$ cat config.mk
export PLATFORM = sky130hd
export DESIGN_NAME = remote_cmd_arbiter
export DESIGN_NICKNAME = d
export VERILOG_FILES = /design/src/rtl/rcmd_pkg.sv /design/src/rtl/rr_arbiter.sv /design/src/rtl/remote_cmd_arbiter.sv
export SDC_FILE = /design/constraint.sdc
export NUM_CORES = 1
export LEC_CHECK = 0
export CAP_MARGIN = 0
export CORE_MARGIN = 2
export CORE_UTILIZATION = 46
export CTS_CLUSTER_SIZE = 8
export DETAILED_ROUTE_END_ITERATION = 8
export PLACE_DENSITY = 0.86
export SLEW_MARGIN = 15
export SYNTH_ARGS = -nofsm -noshare
export SYNTH_HDL_FRONTEND = slang
export SYNTH_SLANG_ARGS = --single-unit
$ cat constraint.sdc
create_clock -name clk -period 2.5 [get_ports clk]
set_input_delay 0.5 -clock clk [delete_from_list [all_inputs] [get_ports clk]]
set_output_delay 0.5 -clock clk [all_outputs]
set_load 0.01 [all_outputs]
$ cat src/rtl/rcmd_pkg.sv
// Shared types and constants for the remote command link arbiter.
package rcmd_pkg;

    localparam int unsigned CMD_W        = 16;
    localparam logic [7:0]  ACK_BYTE_DEF = 8'hA5;

    typedef enum logic [2:0] {
        ST_IDLE,
        ST_ISSUE,
        ST_WAIT_SENT,
        ST_WAIT_RESP,
        ST_FINISH
    } state_e;

endpackage

$ cat src/rtl/rr_arbiter.sv
// Combinational round-robin pick: first set request at or after rr_ptr, wrapping.
module rr_arbiter #(
    parameter  int unsigned N_REQ = 4,
    localparam int unsigned ID_W  = $clog2(N_REQ)
) (
    input  logic [N_REQ-1:0] req,
    input  logic [ID_W-1:0]  rr_ptr,
    output logic             any,
    output logic [ID_W-1:0]  gnt_id
);

    int unsigned     idx;
    logic [ID_W-1:0] idx_w;
    logic            found;

    always_comb begin
        any    = |req;
        gnt_id = '0;
        found  = 1'b0;
        idx    = 0;
        idx_w  = '0;
        for (int unsigned k = 0; k < N_REQ; k++) begin
            idx   = (32'(rr_ptr) + k) % N_REQ;
            idx_w = ID_W'(idx);
            if (!found && req[idx_w]) begin
                gnt_id = idx_w;
                found  = 1'b1;
            end
        end
    end

endmodule

$ cat src/rtl/remote_cmd_arbiter.sv
// Shares one UART command link between N_REQ sources: round-robin grant,
// one command in flight, ACK/NACK/timeout handling with bounded retries.
module remote_cmd_arbiter
    import rcmd_pkg::*;
#(
    parameter  int unsigned N_REQ     = 4,
    parameter  int unsigned TIMEOUT   = 1000000,
    parameter  int unsigned MAX_RETRY = 2,
    parameter  logic [7:0]  ACK_BYTE  = ACK_BYTE_DEF,
    localparam int unsigned ID_W      = $clog2(N_REQ)
) (
    input  logic                   clk,
    input  logic                   rst_n,
    input  logic [N_REQ-1:0]       req,
    input  logic [CMD_W*N_REQ-1:0] req_cmd,
    output logic                   busy,
    output logic                   done,
    output logic [ID_W-1:0]        done_id,
    output logic                   done_ok,
    output logic                   send_cmd,
    output logic [CMD_W-1:0]       cmd,
    input  logic                   cmd_sent,
    input  logic [7:0]             resp,
    input  logic                   resp_rdy
);

    localparam int unsigned TMO_W = $clog2(TIMEOUT + 1);
    localparam int unsigned RTY_W = (MAX_RETRY > 0) ? $clog2(MAX_RETRY + 1) : 1;

    state_e             state_q, state_d;
    logic [ID_W-1:0]    id_q, id_d;
    logic [ID_W-1:0]    rr_ptr_q, rr_ptr_d;
    logic [CMD_W-1:0]   cmd_q, cmd_d;
    logic               ok_q, ok_d;
    logic [RTY_W-1:0]   retry_q, retry_d;
    logic [TMO_W-1:0]   tmo_q, tmo_d;
    logic               busy_q, busy_d;
    logic               done_q, done_d;
    logic [ID_W-1:0]    done_id_q, done_id_d;
    logic               done_ok_q, done_ok_d;
    logic               send_cmd_q, send_cmd_d;

    logic               any;
    logic [ID_W-1:0]    gnt_id;
    logic               tmo_hit;
    logic               attempt_fail;

    rr_arbiter #(.N_REQ(N_REQ)) u_rr (
        .req    (req),
        .rr_ptr (rr_ptr_q),
        .any    (any),
        .gnt_id (gnt_id)
    );

    assign tmo_hit = (tmo_q == TMO_W'(TIMEOUT - 1));

    // Next-state and registered-output logic.
    always_comb begin
        state_d      = state_q;
        id_d         = id_q;
        rr_ptr_d     = rr_ptr_q;
        cmd_d        = cmd_q;
        ok_d         = ok_q;
        retry_d      = retry_q;
        tmo_d        = tmo_q;
        attempt_fail = 1'b0;

        case (state_q)
            ST_IDLE: begin
                if (any) begin
                    id_d    = gnt_id;
                    cmd_d   = req_cmd[32'(gnt_id)*CMD_W +: CMD_W];
                    retry_d = '0;
                    ok_d    = 1'b0;
                    state_d = ST_ISSUE;
                end
            end
            ST_ISSUE: begin
                tmo_d   = '0;
                state_d = ST_WAIT_SENT;
            end
            ST_WAIT_SENT: begin
                if (tmo_q != TMO_W'(TIMEOUT)) tmo_d = tmo_q + TMO_W'(1);
                // cmd_sent may still show the previous command while send_cmd is high.
                if (cmd_sent && !send_cmd_q) state_d = ST_WAIT_RESP;
                else if (tmo_hit)            attempt_fail = 1'b1;
            end
            ST_WAIT_RESP: begin
                if (tmo_q != TMO_W'(TIMEOUT)) tmo_d = tmo_q + TMO_W'(1);
                if (resp_rdy && (resp == ACK_BYTE)) begin
                    ok_d    = 1'b1;
                    state_d = ST_FINISH;
                end else if (resp_rdy || tmo_hit) begin
                    attempt_fail = 1'b1;
                end
            end
            ST_FINISH: begin
                rr_ptr_d = (32'(id_q) == N_REQ - 1) ? '0 : id_q + ID_W'(1);
                state_d  = ST_IDLE;
            end
            default: state_d = ST_IDLE;
        endcase

        if (attempt_fail) begin
            if (retry_q < RTY_W'(MAX_RETRY)) begin
                retry_d = retry_q + RTY_W'(1);
                state_d = ST_ISSUE;
            end else begin
                ok_d    = 1'b0;
                state_d = ST_FINISH;
            end
        end

        busy_d     = (state_d != ST_IDLE);
        done_d     = (state_d == ST_FINISH);
        send_cmd_d = (state_q == ST_ISSUE);
        done_id_d  = (state_d == ST_FINISH) ? id_q : done_id_q;
        done_ok_d  = (state_d == ST_FINISH) ? ok_d : done_ok_q;
    end

    always_ff @(posedge clk or negedge rst_n) begin
        if (!rst_n) begin
            state_q    <= ST_IDLE;
            id_q       <= '0;
            rr_ptr_q   <= '0;
            cmd_q      <= '0;
            ok_q       <= 1'b0;
            retry_q    <= '0;
            tmo_q      <= '0;
            busy_q     <= 1'b0;
            done_q     <= 1'b0;
            done_id_q  <= '0;
            done_ok_q  <= 1'b0;
            send_cmd_q <= 1'b0;
        end else begin
            state_q    <= state_d;
            id_q       <= id_d;
            rr_ptr_q   <= rr_ptr_d;
            cmd_q      <= cmd_d;
            ok_q       <= ok_d;
            retry_q    <= retry_d;
            tmo_q      <= tmo_d;
            busy_q     <= busy_d;
            done_q     <= done_d;
            done_id_q  <= done_id_d;
            done_ok_q  <= done_ok_d;
            send_cmd_q <= send_cmd_d;
        end
    end

    assign busy     = busy_q;
    assign done     = done_q;
    assign done_id  = done_id_q;
    assign done_ok  = done_ok_q;
    assign send_cmd = send_cmd_q;
    assign cmd      = cmd_q;

endmodule
=== Yosys cells after proc, flatten, opt, wreduce, memory -nomap -nowiden ===
Index checks and enable logic that the tools add are counted.

* Muxes and demuxes: 38
* $lt $le $gt $ge: 5
* Multipliers: 0
* Shifts and indexed selects: 1
* Reductions and logical operators: 17
* Div/mod/pow operators: 0
* $add $sub $neg: 6
* Bitwise logic cells: 0
* Eq/ne operators: 10

{| class="wikitable"
|+ Operator list
! operator !! count
|-
| indexed part select 64 x 7 -> 16 bit || 1
|-
| one-hot mux 20 bit (2 select lines) || 1
|-
| adder 20 x 1 -> 20 bit, second input constant || 1
|-
| == test 20 bit, second input constant || 1
|-
| two-way mux 20 bit || 1
|-
| != test 20 bit, second input constant || 1
|-
| two-way mux 2 bit || 9
|-
| two-way mux 1 bit || 15
|-
| two-way mux 3 bit || 5
|-
| less-than comparator 2 x 3 -> 1 bit, second input constant || 4
|-
| one-hot mux 3 bit (4 select lines) || 1
|-
| binary-select mux 1 bit (select 2 bit) || 4
|-
| == test 8 bit, second input constant || 1
|-
| adder 2 x 1 -> 2 bit, second input constant || 3
|-
| == test 3 x 2 -> 1 bit, second input constant || 2
|-
| == test 3 bit, second input constant || 2
|-
| logical AND 1 bit || 5
|-
| adder 2 bit, second input constant || 2
|-
| zero test 1 bit || 4
|-
| one-hot mux 1 bit (2 select lines) || 2
|-
| AND reduction 2 bit || 2
|-
| OR reduction 4 bit || 1
|-
| == test 3 x 1 -> 1 bit, second input constant || 1
|-
| zero test 3 bit || 1
|-
| other kinds (7) || 7
|}

* Bits in writable memories: 0
* Bits in latches: 0
* Register bits: 52
* Memory bits (read-only): 0
* Output and inout bits: 22
* Input port bits: 80
* Memories kept: 0

=== Depth between registers and ports, before layout ===
Gate-level depths: netlist (run 1).

* Word-level depth: 13
* Mapped depth: 7

=== Cells and area by module ===
Synthesis (run 1) repeated with hierarchy kept, for this count alone.

* Cells, all modules: 298
* Area, all modules: 2942.8 um^2

{| class="wikitable"
|+ By module, submodules not included
! module !! times used !! area each (um^2) !! cells each
|-
| remote_cmd_arbiter || 1 || 2865.2 || 283
|-
| rr_arbiter || 1 || 77.6 || 15
|}

=== Worst setup path before layout (run 1) ===
Ideal clock, no wire load.

* Path type: reg2reg
* Start point: reg rr_ptr_q[1]
* End point: reg cmd_q[10] (netlist: cmd[10])
* Required time: 2.374 ns
* Setup time: 0.126 ns
* Stages on the path, launching flop included: 8
* Slack: 0.372 ns
* Clock period less this slack: 2.128 ns
* Data arrival time: 2.002 ns
* Path through: dfrtp_1 -> nor2b_1 -> o21a_1 -> buf_4 -> nor3_4 -> buf_6 -> mux2_2 -> a221o_1

* Word-level cells in the longest chain between the ends: 13

{| class="wikitable"
|+ RTL lines
! element !! RTL line !! text
|-
| from (decl) || remote_cmd_arbiter.sv:32 || <nowiki>logic [ID_W-1:0] rr_ptr_q, rr_ptr_d;</nowiki>
|-
| from (signal assigned) || remote_cmd_arbiter.sv:138 || <nowiki>rr_ptr_q <= rr_ptr_d;</nowiki>
|-
| parallel branches: the longest is 11 deep, another holds adder 2 x 1 -> 2 bit || - ||
|-
| two-way mux 2 bit (*) || rr_arbiter.sv:25 || <nowiki>if (!found && req[idx_w]) begin</nowiki>
|-
| indexed part select 64 x 7 -> 16 bit (*) || remote_cmd_arbiter.sv:72 || <nowiki>cmd_d = req_cmd[32'(gnt_id)*CMD_W +: CMD_W];</nowiki>
|-
| to (signal assigned) || remote_cmd_arbiter.sv:139 || <nowiki>cmd_q <= cmd_d;</nowiki>
|-
| to (decl) || remote_cmd_arbiter.sv:33 || <nowiki>logic [CMD_W-1:0] cmd_q, cmd_d;</nowiki>
|}

Mark *: on every way between the ends. The select of a mux whose other input is x is not followed.
A chain may end at the register's enable or synchronous reset.

=== Final worst setup path (run 1) ===
* Start point: in req[3]
* End point: reg cmd_q[13] (netlist: cmd[13])

* Word-level cells in the longest chain between the ends: 13

{| class="wikitable"
|+ RTL lines
! element !! RTL line !! text
|-
| from (decl) || remote_cmd_arbiter.sv:14 || <nowiki>input logic [N_REQ-1:0] req,</nowiki>
|-
| binary-select mux 1 bit (select 2 bit) || rr_arbiter.sv:25 ||
|-
| two-way mux 1 bit (implied by the code) || rr_arbiter.sv:25 ||
|-
| two-way mux 1 bit || rr_arbiter.sv:25 ||
|-
| zero test 1 bit || rr_arbiter.sv:25 ||
|-
| logical AND 1 bit || rr_arbiter.sv:25 ||
|-
| two-way mux 1 bit || rr_arbiter.sv:25 ||
|-
| zero test 1 bit || rr_arbiter.sv:25 ||
|-
| logical AND 1 bit || rr_arbiter.sv:25 ||
|-
| two-way mux 1 bit || rr_arbiter.sv:25 ||
|-
| zero test 1 bit || rr_arbiter.sv:25 ||
|-
| logical AND 1 bit || rr_arbiter.sv:25 ||
|-
| two-way mux 2 bit || rr_arbiter.sv:25 ||
|-
| indexed part select 64 x 7 -> 16 bit || remote_cmd_arbiter.sv:72 ||
|}

Parallel ways exist; a longest one is shown, timed or not. The select of a mux whose other input is x is not followed.

==> results.sh, run 1 <==
export IMPL_status="completed"
export IMPL_ios=102
export IMPL_syn_inst=300
export IMPL_clock_sinks=51
export IMPL_rows=29
export IMPL_initial_core_util=0.469
export IMPL_crit_type="input port to flop"
export IMPL_vias_per_cell=5.98
export IMPL_fin_nets=492
export IMPL_routed_wl_met2_mm=4.19
export IMPL_crit_required_ns=2.75
export IMPL_ys_seq_area_frac=0.434
export IMPL_ant_nets=0
export IMPL_post_route_cell_area_um2=4240
export IMPL_drive_above_1_share=0.124
export IMPL_drt_met1_wl_mm=3.61
export IMPL_fp_dieW_um=84.0
export IMPL_async_flop_share=1.00
export IMPL_tightest_slew_ns=1.15
export IMPL_fin_util=0.676
export IMPL_setup_viol=0
export IMPL_num_vias=2912
export IMPL_hold_viol_final=0
export IMPL_syn_area_um2=2940
export IMPL_numCtsBuffers=5
export IMPL_synthFlopType="dfrtp_1"
export IMPL_power_density_nw_per_um2=864
export IMPL_met3_length_um=441
export IMPL_diodes=0
export IMPL_crit_family="compound AO/OA/AOI/OAI gates"
export IMPL_n_fill_cell=495
export IMPL_worstPathArrival_ns=2.49
export IMPL_finalClockSkew_ns=0.00852
export IMPL_track_usage=0.248
export IMPL_fin_crit_sh=0.898
export IMPL_grt_pass1_wl_mm=14.1
export IMPL_rsz0062_at_grt="false"
export IMPL_grt_max_degree=30
export IMPL_cp_num_buf_inv=1
export IMPL_yosys_area_top_type="dfrtp_1"
export IMPL_yosysMostFrequentCell="dfrtp_1"
export IMPL_core_region_area_um2=6280
export IMPL_die_h_um=84.0
export IMPL_area_delta_synth_final_pct=44.2
export IMPL_die_area_um2=7050
export IMPL_postPlaceCellArea_um2=4090
export IMPL_grt_antenna_before_repair=0
export IMPL_path_max_fanout=16
export IMPL_htree_levels=2
export IMPL_cts_setup_buffers=0
export IMPL_postSynthAreaPerCell_um2=9.81
export IMPL_yosys_top_cells_area="dfrtp_1 (43%), mux2_2 (7.7%), a221o_1 (5.4%)"
export IMPL_io_buffer_count=101
export IMPL_synth_edff_count=0
export IMPL_yosys_warnings=0
export IMPL_clock_fmax_mhz=446
export IMPL_routed_wl_mm=8.51
export IMPL_netlist_cell_type_count=48
export IMPL_dpl_cell_count=478
export IMPL_yosysTopAreaCellShare=0.434
export IMPL_drv_slew=0
export IMPL_root_buffer="clkbuf_8"
export IMPL_cap_violations=0
export IMPL_dpl_hpwl_mm=6.15
export IMPL_critical_path_max_stage_delay_ns=0.89
export IMPL_drc=0
export IMPL_ir_worst_vdd_mv=0.611
export IMPL_drtIter0Drc=182
export IMPL_synthTopCellsByCount="dfrtp_1 (51), nor2_1 (27), nand4_1 (25), nand2_1 (21), mux2_2 (20)"
export IMPL_p_leak_nw=1.77
export IMPL_crit_chain="clkdlybuf4s50_1 > nor2b_1 > o21ai_1 > nand4_1 > a21oi_1 > a221o_1"
export IMPL_gp_congestion=0.889
export IMPL_hold_class="flop to flop"
export IMPL_period_needed_ns=2.24
export IMPL_relSlewSlack=0.229
export IMPL_startpoint_type="input port"
export IMPL_top_layer="met4"
export IMPL_fin_cells=487
export IMPL_path_clk_slew_ns=0.10
export IMPL_first_pass_iters=6
export IMPL_clock_latency_ns=0.30
export IMPL_critical_path_slowest_cell="o21ai_1"
export IMPL_grt_ovfl_total=0
export IMPL_cts_buffer_depth=2
export IMPL_synth_seq_cells=51
export IMPL_cts_tree="done"
export IMPL_cp_end_kind="flop"
export IMPL_drt_wirelength_per_cell_um=17.5
export IMPL_syn_nets=383
export IMPL_total_power_w=0.00366
export IMPL_grt_pass1_vias=2897
[stage by stage]
stage	setup slack (ns)	setup TNS (ns)	hold slack (ns)
after floorplan	0.372	0	0.204
after global placement	0.0837	0	0.317
after detailed placement	-0.0210	-0.0492	0.323
after CTS	0.218	0	0.497
after global routing	0.141	0	0.511
final	0.256	0	0.493
[routing by layer]
| metal | global-route usage | vias to the layer above |
|---|---|---|
| met1 | 0.327 | 1407 |
| met2 | 0.412 | 125 |
| met5 | 0 | - |
| li1 | - | 1355 |
| met3 | 0.0386 | 25 |
| met4 | 0.0968 | 0 |
[placed cells by master (no fill, tap or decap), drive strengths merged, types with 2 or more instances in the layout]
cell	n
mux2i	3
nor4	3
o21ai	5
nor2b	4
xnor2	4
mux2	20
a221o	16
and3	4
ha	3
buf	16
and4	2
nor3b	4
bufinv	2
inv	5
nand3	11
clkbuf	5
clkdlybuf4s50	100
nand4	25
nand2	21
a21oi	18
nor2	28
nand2b	3
o31ai	19
nor3	5
xor2	10
a21o	5
a21boi	2
dfrtp	51
[kinds of logic (layout without fill, tap and decap cells)]
| group | after synthesis | after routing | share of synthesized area |
|---|---|---|---|
| AO/OA/AOI/OAI | 72 | 72 | 0.181 |
| XOR/XNOR | 14 | 14 | 0.0417 |
| adder cells (fa/ha/maj) | 3 | 3 | 0.0128 |
| buffers and inverters | 21 | 131 | 0.0311 |
| flip-flops | 51 | 51 | 0.434 |
| multiplexers | 23 | 23 | 0.0868 |
| AND/OR/NAND/NOR | 116 | 116 | 0.213 |
[layout make-up]
type | count | area, um2 | share of cell area
Sequential cell | 51 | 1280 | 0.301
Timing Repair Buffer | 117 | 1130 | 0.266
Inverter | 6 | 22.5 | 0.00531
Clock buffer | 5 | 68.8 | 0.0162
Multi-Input combinational cell | 228 | 1580 | 0.373
Clock inverter | 3 | 67.6 | 0.0159
Tap cell | 77 | 96.3 | 0.0227
[timing repair]
| action | CTS | global route |
|---|---|---|
| resized for setup | 0 | 1 |
| endpoints found under the setup margin | 0 | 2 |
| hold buffers | 1 | 0 |
| hold endpoints to repair | 3 | 0 |
[path summary, 6_finish.rpt]
kind | to | startpoint | depth (start not counted) | slack (ns)
worst max-delay path | cmd[13] | req[3] | 6 | 0.26
worst min-delay path | done_ok | done_ok | 1 | 0.49
worst max register to register | tmo_q[3] | tmo_q[0] | 7 | 0.32
worst min register to register | done_ok | done_ok | 1 | 0.49
max in group asynchronous | tmo_q[8] | rst_n | 3 | 1.36
min in group asynchronous | cmd[3] | rst_n | 2 | 0.57
[sequential cells by signal (all words and copies together) (netlist names)]
| register | count |
|---|---|
| state_q | 3 |
| send_cmd | 1 |
| done_id | 2 |
| tmo_q | 20 |
| rr_ptr_q | 2 |
| busy | 1 |
| retry_q | 2 |
| done_ok | 1 |
| id_q | 2 |
| done | 1 |
| cmd | 16 |
[power breakdown]
group | leakage (nW) | internal (W) | switching (W) | total, W
combinational | 1.05 | 0.000880 | 0.000778 | 0.00166
clock | 0.0644 | 0.000399 | 0.000288 | 0.000687
sequential | 0.664 | 0.00107 | 0.000243 | 0.00132
Power figures use the tool's default switching activity.
==> inputs of run 2 (changes only) <==
CAP_MARGIN = 20   (was 0)
==> results.sh, run 2 (synthesis results as in run 1) <==
export IMPL_status="completed"
export IMPL_grt_pass1_wl_mm=14.1
export IMPL_vias_per_cell=6.00
export IMPL_grt_ovfl_total=0
export IMPL_area_delta_synth_final_pct=44.4
export IMPL_clock_sinks=51
export IMPL_grt_antenna_before_repair=0
export IMPL_die_area_um2=7050
export IMPL_path_max_fanout=8
export IMPL_period_needed_ns=2.19
export IMPL_htree_levels=2
export IMPL_clock_fmax_mhz=457
export IMPL_final_cell_mix="clkdlybuf4s50_1 (100), dfrtp_1 (51), nor2_1 (27), nand4_1 (25), nand2_1 (21)"
export IMPL_largest_register="tmo_q"
export IMPL_fin_crit_sh=0.876
export IMPL_io_buffer_count=101
export IMPL_num_vias=2930
export IMPL_cts_tree="done"
export IMPL_drt_wirelength_per_cell_um=17.6
export IMPL_diodes=0
export IMPL_grtUsageMet2=0.412
export IMPL_mostFrequentLayoutCell="clkdlybuf4s50_1"
export IMPL_drtIter0Drc=146
export IMPL_cp_end_kind="flop"
export IMPL_crit_type="input port to flop"
export IMPL_path_clk_slew_ns=0.10
export IMPL_setup_ws_ns=0.310
export IMPL_hold_viol_final=0
export IMPL_tightest_slew_ns=0.613
export IMPL_track_usage=0.248
export IMPL_crit_required_ns=2.69
export IMPL_largest_register_ffs=20
export IMPL_worstPathArrival_ns=2.38
export IMPL_rows=29
export IMPL_dpl_hpwl_mm=6.15
export IMPL_hold_ws_ns=0.493
export IMPL_reg2reg_slack_ns=0.32
export IMPL_dp_slack_ns=-0.0210
export IMPL_power_density_nw_per_um2=865
export IMPL_clock_latency_ns=0.31
export IMPL_relSlewSlack=0.588
export IMPL_drc=0
export IMPL_p_leak_nw=1.78
export IMPL_cts_setup_buffers=0
export IMPL_startpoint_type="input port"
export IMPL_drv_slew=0
export IMPL_gp_congestion=0.889
export IMPL_grt_use_met3=0.0386
export IMPL_hold_class="flop to flop"
export IMPL_first_pass_iters=6
export IMPL_fp_dieW_um=84.0
export IMPL_ant_nets=0
export IMPL_setup_viol=0
export IMPL_root_buffer="clkbuf_8"
export IMPL_ios=102
export IMPL_cap_violations=0
export IMPL_cts_buffer_depth=2
export IMPL_grt_max_degree=30
export IMPL_numCtsBuffers=5
export IMPL_die_h_um=84.0
export IMPL_initial_core_util=0.469
export IMPL_ir_worst_vdd_mv=0.619
export IMPL_rsz0062_at_grt="false"
export IMPL_fin_nets=493
export IMPL_core_region_area_um2=6280
export IMPL_grt_pass1_vias=2897
export IMPL_top_usage_layer="met2"
export IMPL_routed_wl_mm=8.57
export IMPL_drive_above_1_share=0.127
export IMPL_met1_usage=0.327
export IMPL_finalClockSkew_ns=0.0103
## run 2: changes by cell type in the layout (fill, tap and decap cells not counted)
cell	change
buf_4	+1
## run 2: critical path, cell delays in order
cell and delay (ns):
clkdlybuf4s50_1 0.47, nor2b_1 0.06, o21a_1 0.23, nor3_4 0.24, buf_4 0.22, mux2_2 0.35, a221o_1 0.32
## run 2: path summary, 6_finish.rpt
path / startpoint / to / depth (start not counted)
max reg2reg: tmo_q[0] / tmo_q[3] / 7
min: done_ok / done_ok / 1
max in group asynchronous: rst_n / tmo_q[8] / 3
min reg2reg: done_ok / done_ok / 1
max: req[3] / cmd[4] / 7
min in group asynchronous: rst_n / cmd[3] / 2
## run 2: area by class of cell
cell class | instances | area [um2]
Tap cell | 77 | 96.3
Timing Repair Buffer | 118 | 1140
Sequential cell | 51 | 1280
Clock buffer | 5 | 68.8
Multi-Input combinational cell | 228 | 1580
Inverter | 6 | 22.5
Clock inverter | 3 | 67.6
Fill cell | 493 | 2030
## run 2: per-layer routing
layer | vias up | part of all wire
met5 | - | 0
met4 | 0 | 0.030
met3 | 23 | 0.060
met2 | 127 | 0.49
met1 | 1418 | 0.42
li1 | 1362 | -
## run 2: through the flow
stage	power [W]	setup TNS [ns]	instance area, um2	util	cells
2_1_floorplan	0.00223	0	2940	-	300
3_3_place_gp	0.00289	0	4090	0.651	478
3_5_place_dp	0.00296	-0.0492	4090	0.651	478
4_1_cts	0.00366	0	4230	0.675	487
5_1_grt	0.00390	0	4250	0.677	488
6_report	0.00368	0	4250	0.677	488
## run 2: timing repair
item                       4_1_cts  5_1_grt
hold buffers                     1        0
gates resized for setup          0        1
hold endpoints to repair         3        0
setup endpoints to repair        0        2
## run 2: where the power goes
part | internal (W) | switching, W | leakage [nW]
Sequential | 0.00107 | 0.000244 | 0.664
Combinational | 0.000887 | 0.000783 | 1.05
Clock | 0.000399 | 0.000289 | 0.0644
Total | 0.00236 | 0.00132 | 1.78
==> inputs of run 3 (changes only) <==
CTS_CLUSTER_SIZE = 14   (was 8)
PLACE_DENSITY = not set   (was 0.86)
PLACE_DENSITY_LB_ADDON = 0.05   (was not set)
==> results.sh, run 3 (synthesis results as in run 1) <==
export IMPL_vias_per_cell=5.86
export IMPL_status="completed"
export IMPL_ant_nets=0
export IMPL_hold_class="input port to async pin"
export IMPL_hold_viol_final=0
export IMPL_path_max_fanout=6
export IMPL_num_vias=2837
export IMPL_finalClockSkew_ns=0.00758
export IMPL_total_power_w=0.00354
export IMPL_htree_levels=2
export IMPL_drv_slew=0
export IMPL_rsz0062_at_grt="false"
export IMPL_initial_core_util=0.469
export IMPL_crit_cells=6
export IMPL_crit_chain="ha_1 > nand3_1 > nor4_1 > nand4_1 > nand2_1 > mux2_2"
export IMPL_grt_antenna_before_repair=0
export IMPL_grt_pass1_vias=2858
export IMPL_period_needed_ns=2.22
export IMPL_cts_resized=0
export IMPL_ir_worst_vdd_mv=0.582
export IMPL_crit_type="flop to flop"
export IMPL_cts_buffer_depth=2
export IMPL_fin_crit_sh=0.890
export IMPL_cp_end_kind="flop"
export IMPL_crit_required_ns=2.70
export IMPL_cts_setup_buffers=0
export IMPL_area_delta_synth_final_pct=43.3
export IMPL_power_density_nw_per_um2=841
export IMPL_drtIter0Drc=186
export IMPL_largest_register_ffs=20
export IMPL_io_buffer_count=101
export IMPL_worstPathArrival_ns=2.43
export IMPL_die_area_um2=7050
export IMPL_crit_family="simple AND/OR/NAND/NOR gates"
export IMPL_grt_max_degree=22
export IMPL_cap_violations=0
export IMPL_drc=0
export IMPL_clock_sinks=51
export IMPL_core_region_area_um2=6280
export IMPL_mostFrequentLayoutCell="clkdlybuf4s50_1"
export IMPL_r2r_cells=6
export IMPL_drive_above_1_share=0.120
export IMPL_largest_register="tmo_q"
export IMPL_diodes=0
export IMPL_fin_nets=489
export IMPL_dpl_hpwl_mm=6.29
export IMPL_numCtsBuffers=5
export IMPL_path_clk_slew_ns=0.10
export IMPL_holdBufCountCts=0
export IMPL_tns_ns=0
export IMPL_critical_path_max_stage_delay_ns=0.56
export IMPL_cp_num_buf_inv=0
export IMPL_grt_pass1_wl_mm=13.9
export IMPL_die_h_um=84.0
export IMPL_root_buffer="clkbuf_8"
export IMPL_tightest_slew_ns=0.702
export IMPL_track_usage=0.246
export IMPL_gp_congestion=0.841
export IMPL_first_pass_iters=5
export IMPL_grt_ovfl_total=0
export IMPL_cts_tree="done"
export IMPL_p_leak_nw=1.76
export IMPL_drt_wirelength_per_cell_um=17.1
export IMPL_setup_viol=0
export IMPL_ios=102
export IMPL_clock_latency_ns=0.31
export IMPL_relSlewSlack=0.532
export IMPL_final_cell_mix="clkdlybuf4s50_1 (100), dfrtp_1 (51), nor2_1 (27), nand4_1 (25), nand2_1 (21)"
export IMPL_startpoint_type="flop"
export IMPL_clock_fmax_mhz=450
export IMPL_fp_dieW_um=84.0
export IMPL_critical_path_slowest_cell="nor4_1"
export IMPL_rows=29
export IMPL_routed_wl_mm=8.28
## run 3: cell types whose count changed in the layout (fill, tap and decap cells not counted), sizes merged
cell | previous run | this run
buf | 17 | 14
bufinv | 2 | 1
dlygate4sd3 | 1 | 0
inv | 5 | 6
## run 3: final timing paths
kind,startpoint,to,slack [ns]
worst max register to register,tmo_q[0],done_id[0],0.28
min in group clk,done_ok,done_ok,0.49
max in group asynchronous,rst_n,tmo_q[11],1.84
worst min-delay path,rst_n,rr_ptr_q[0],0.07
worst max-delay path,tmo_q[0],done_id[0],0.28
worst min register to register,done_ok,done_ok,0.49
## run 3: final cells by class
| cell class | instances | area [um2] |
|---|---|---|
| timing repair buffer | 114 | 1130 |
| fill | 531 | 2060 |
| clock inverter | 3 | 46.3 |
| multi-input combinational | 228 | 1580 |
| clock buffer | 5 | 68.8 |
| tap | 77 | 96.3 |
| sequential | 51 | 1280 |
| inverter | 6 | 22.5 |
## run 3: per-stage QoR
| stage | instance area [um2] | setup slack, ns | cells | util | hold slack, ns |
|---|---|---|---|---|---|
| after floorplan | 2940 | 0.372 | 300 | - | 0.204 |
| after global placement | 4100 | 0.0744 | 476 | 0.653 | 0.419 |
| after detailed placement | 4100 | -0.0711 | 476 | 0.653 | 0.422 |
| after CTS | 4210 | 0.253 | 484 | 0.671 | 0.0825 |
| after global routing | 4220 | 0.153 | 484 | 0.672 | 0.0900 |
| final | 4220 | 0.275 | 484 | 0.672 | 0.0742 |
## run 3: layer usage
layer | vias up | track usage | part of all wire
li1 | 1350 | - | -
met1 | 1351 | 0.332 | 0.45
met2 | 112 | 0.397 | 0.47
met3 | 24 | 0.0435 | 0.053
met4 | 0 | 0.0894 | 0.031
met5 | - | 0 | 0
## run 3: power breakdown
part / internal [W] / switching, W / leakage [nW]
combinational: 0.000880 / 0.000761 / 1.04
clock: 0.000302 / 0.000289 / 0.0548
sequential: 0.00107 / 0.000239 / 0.664
total: 0.00226 / 0.00129 / 1.76
## run 3: worst register-to-register path: stages (launching register included)
cell	delay (ns)
dfrtp_1	0.45
ha_1	0.26
nand3_1	0.12
nor4_1	0.56
nand4_1	0.19
nand2_1	0.19
mux2_2	0.35
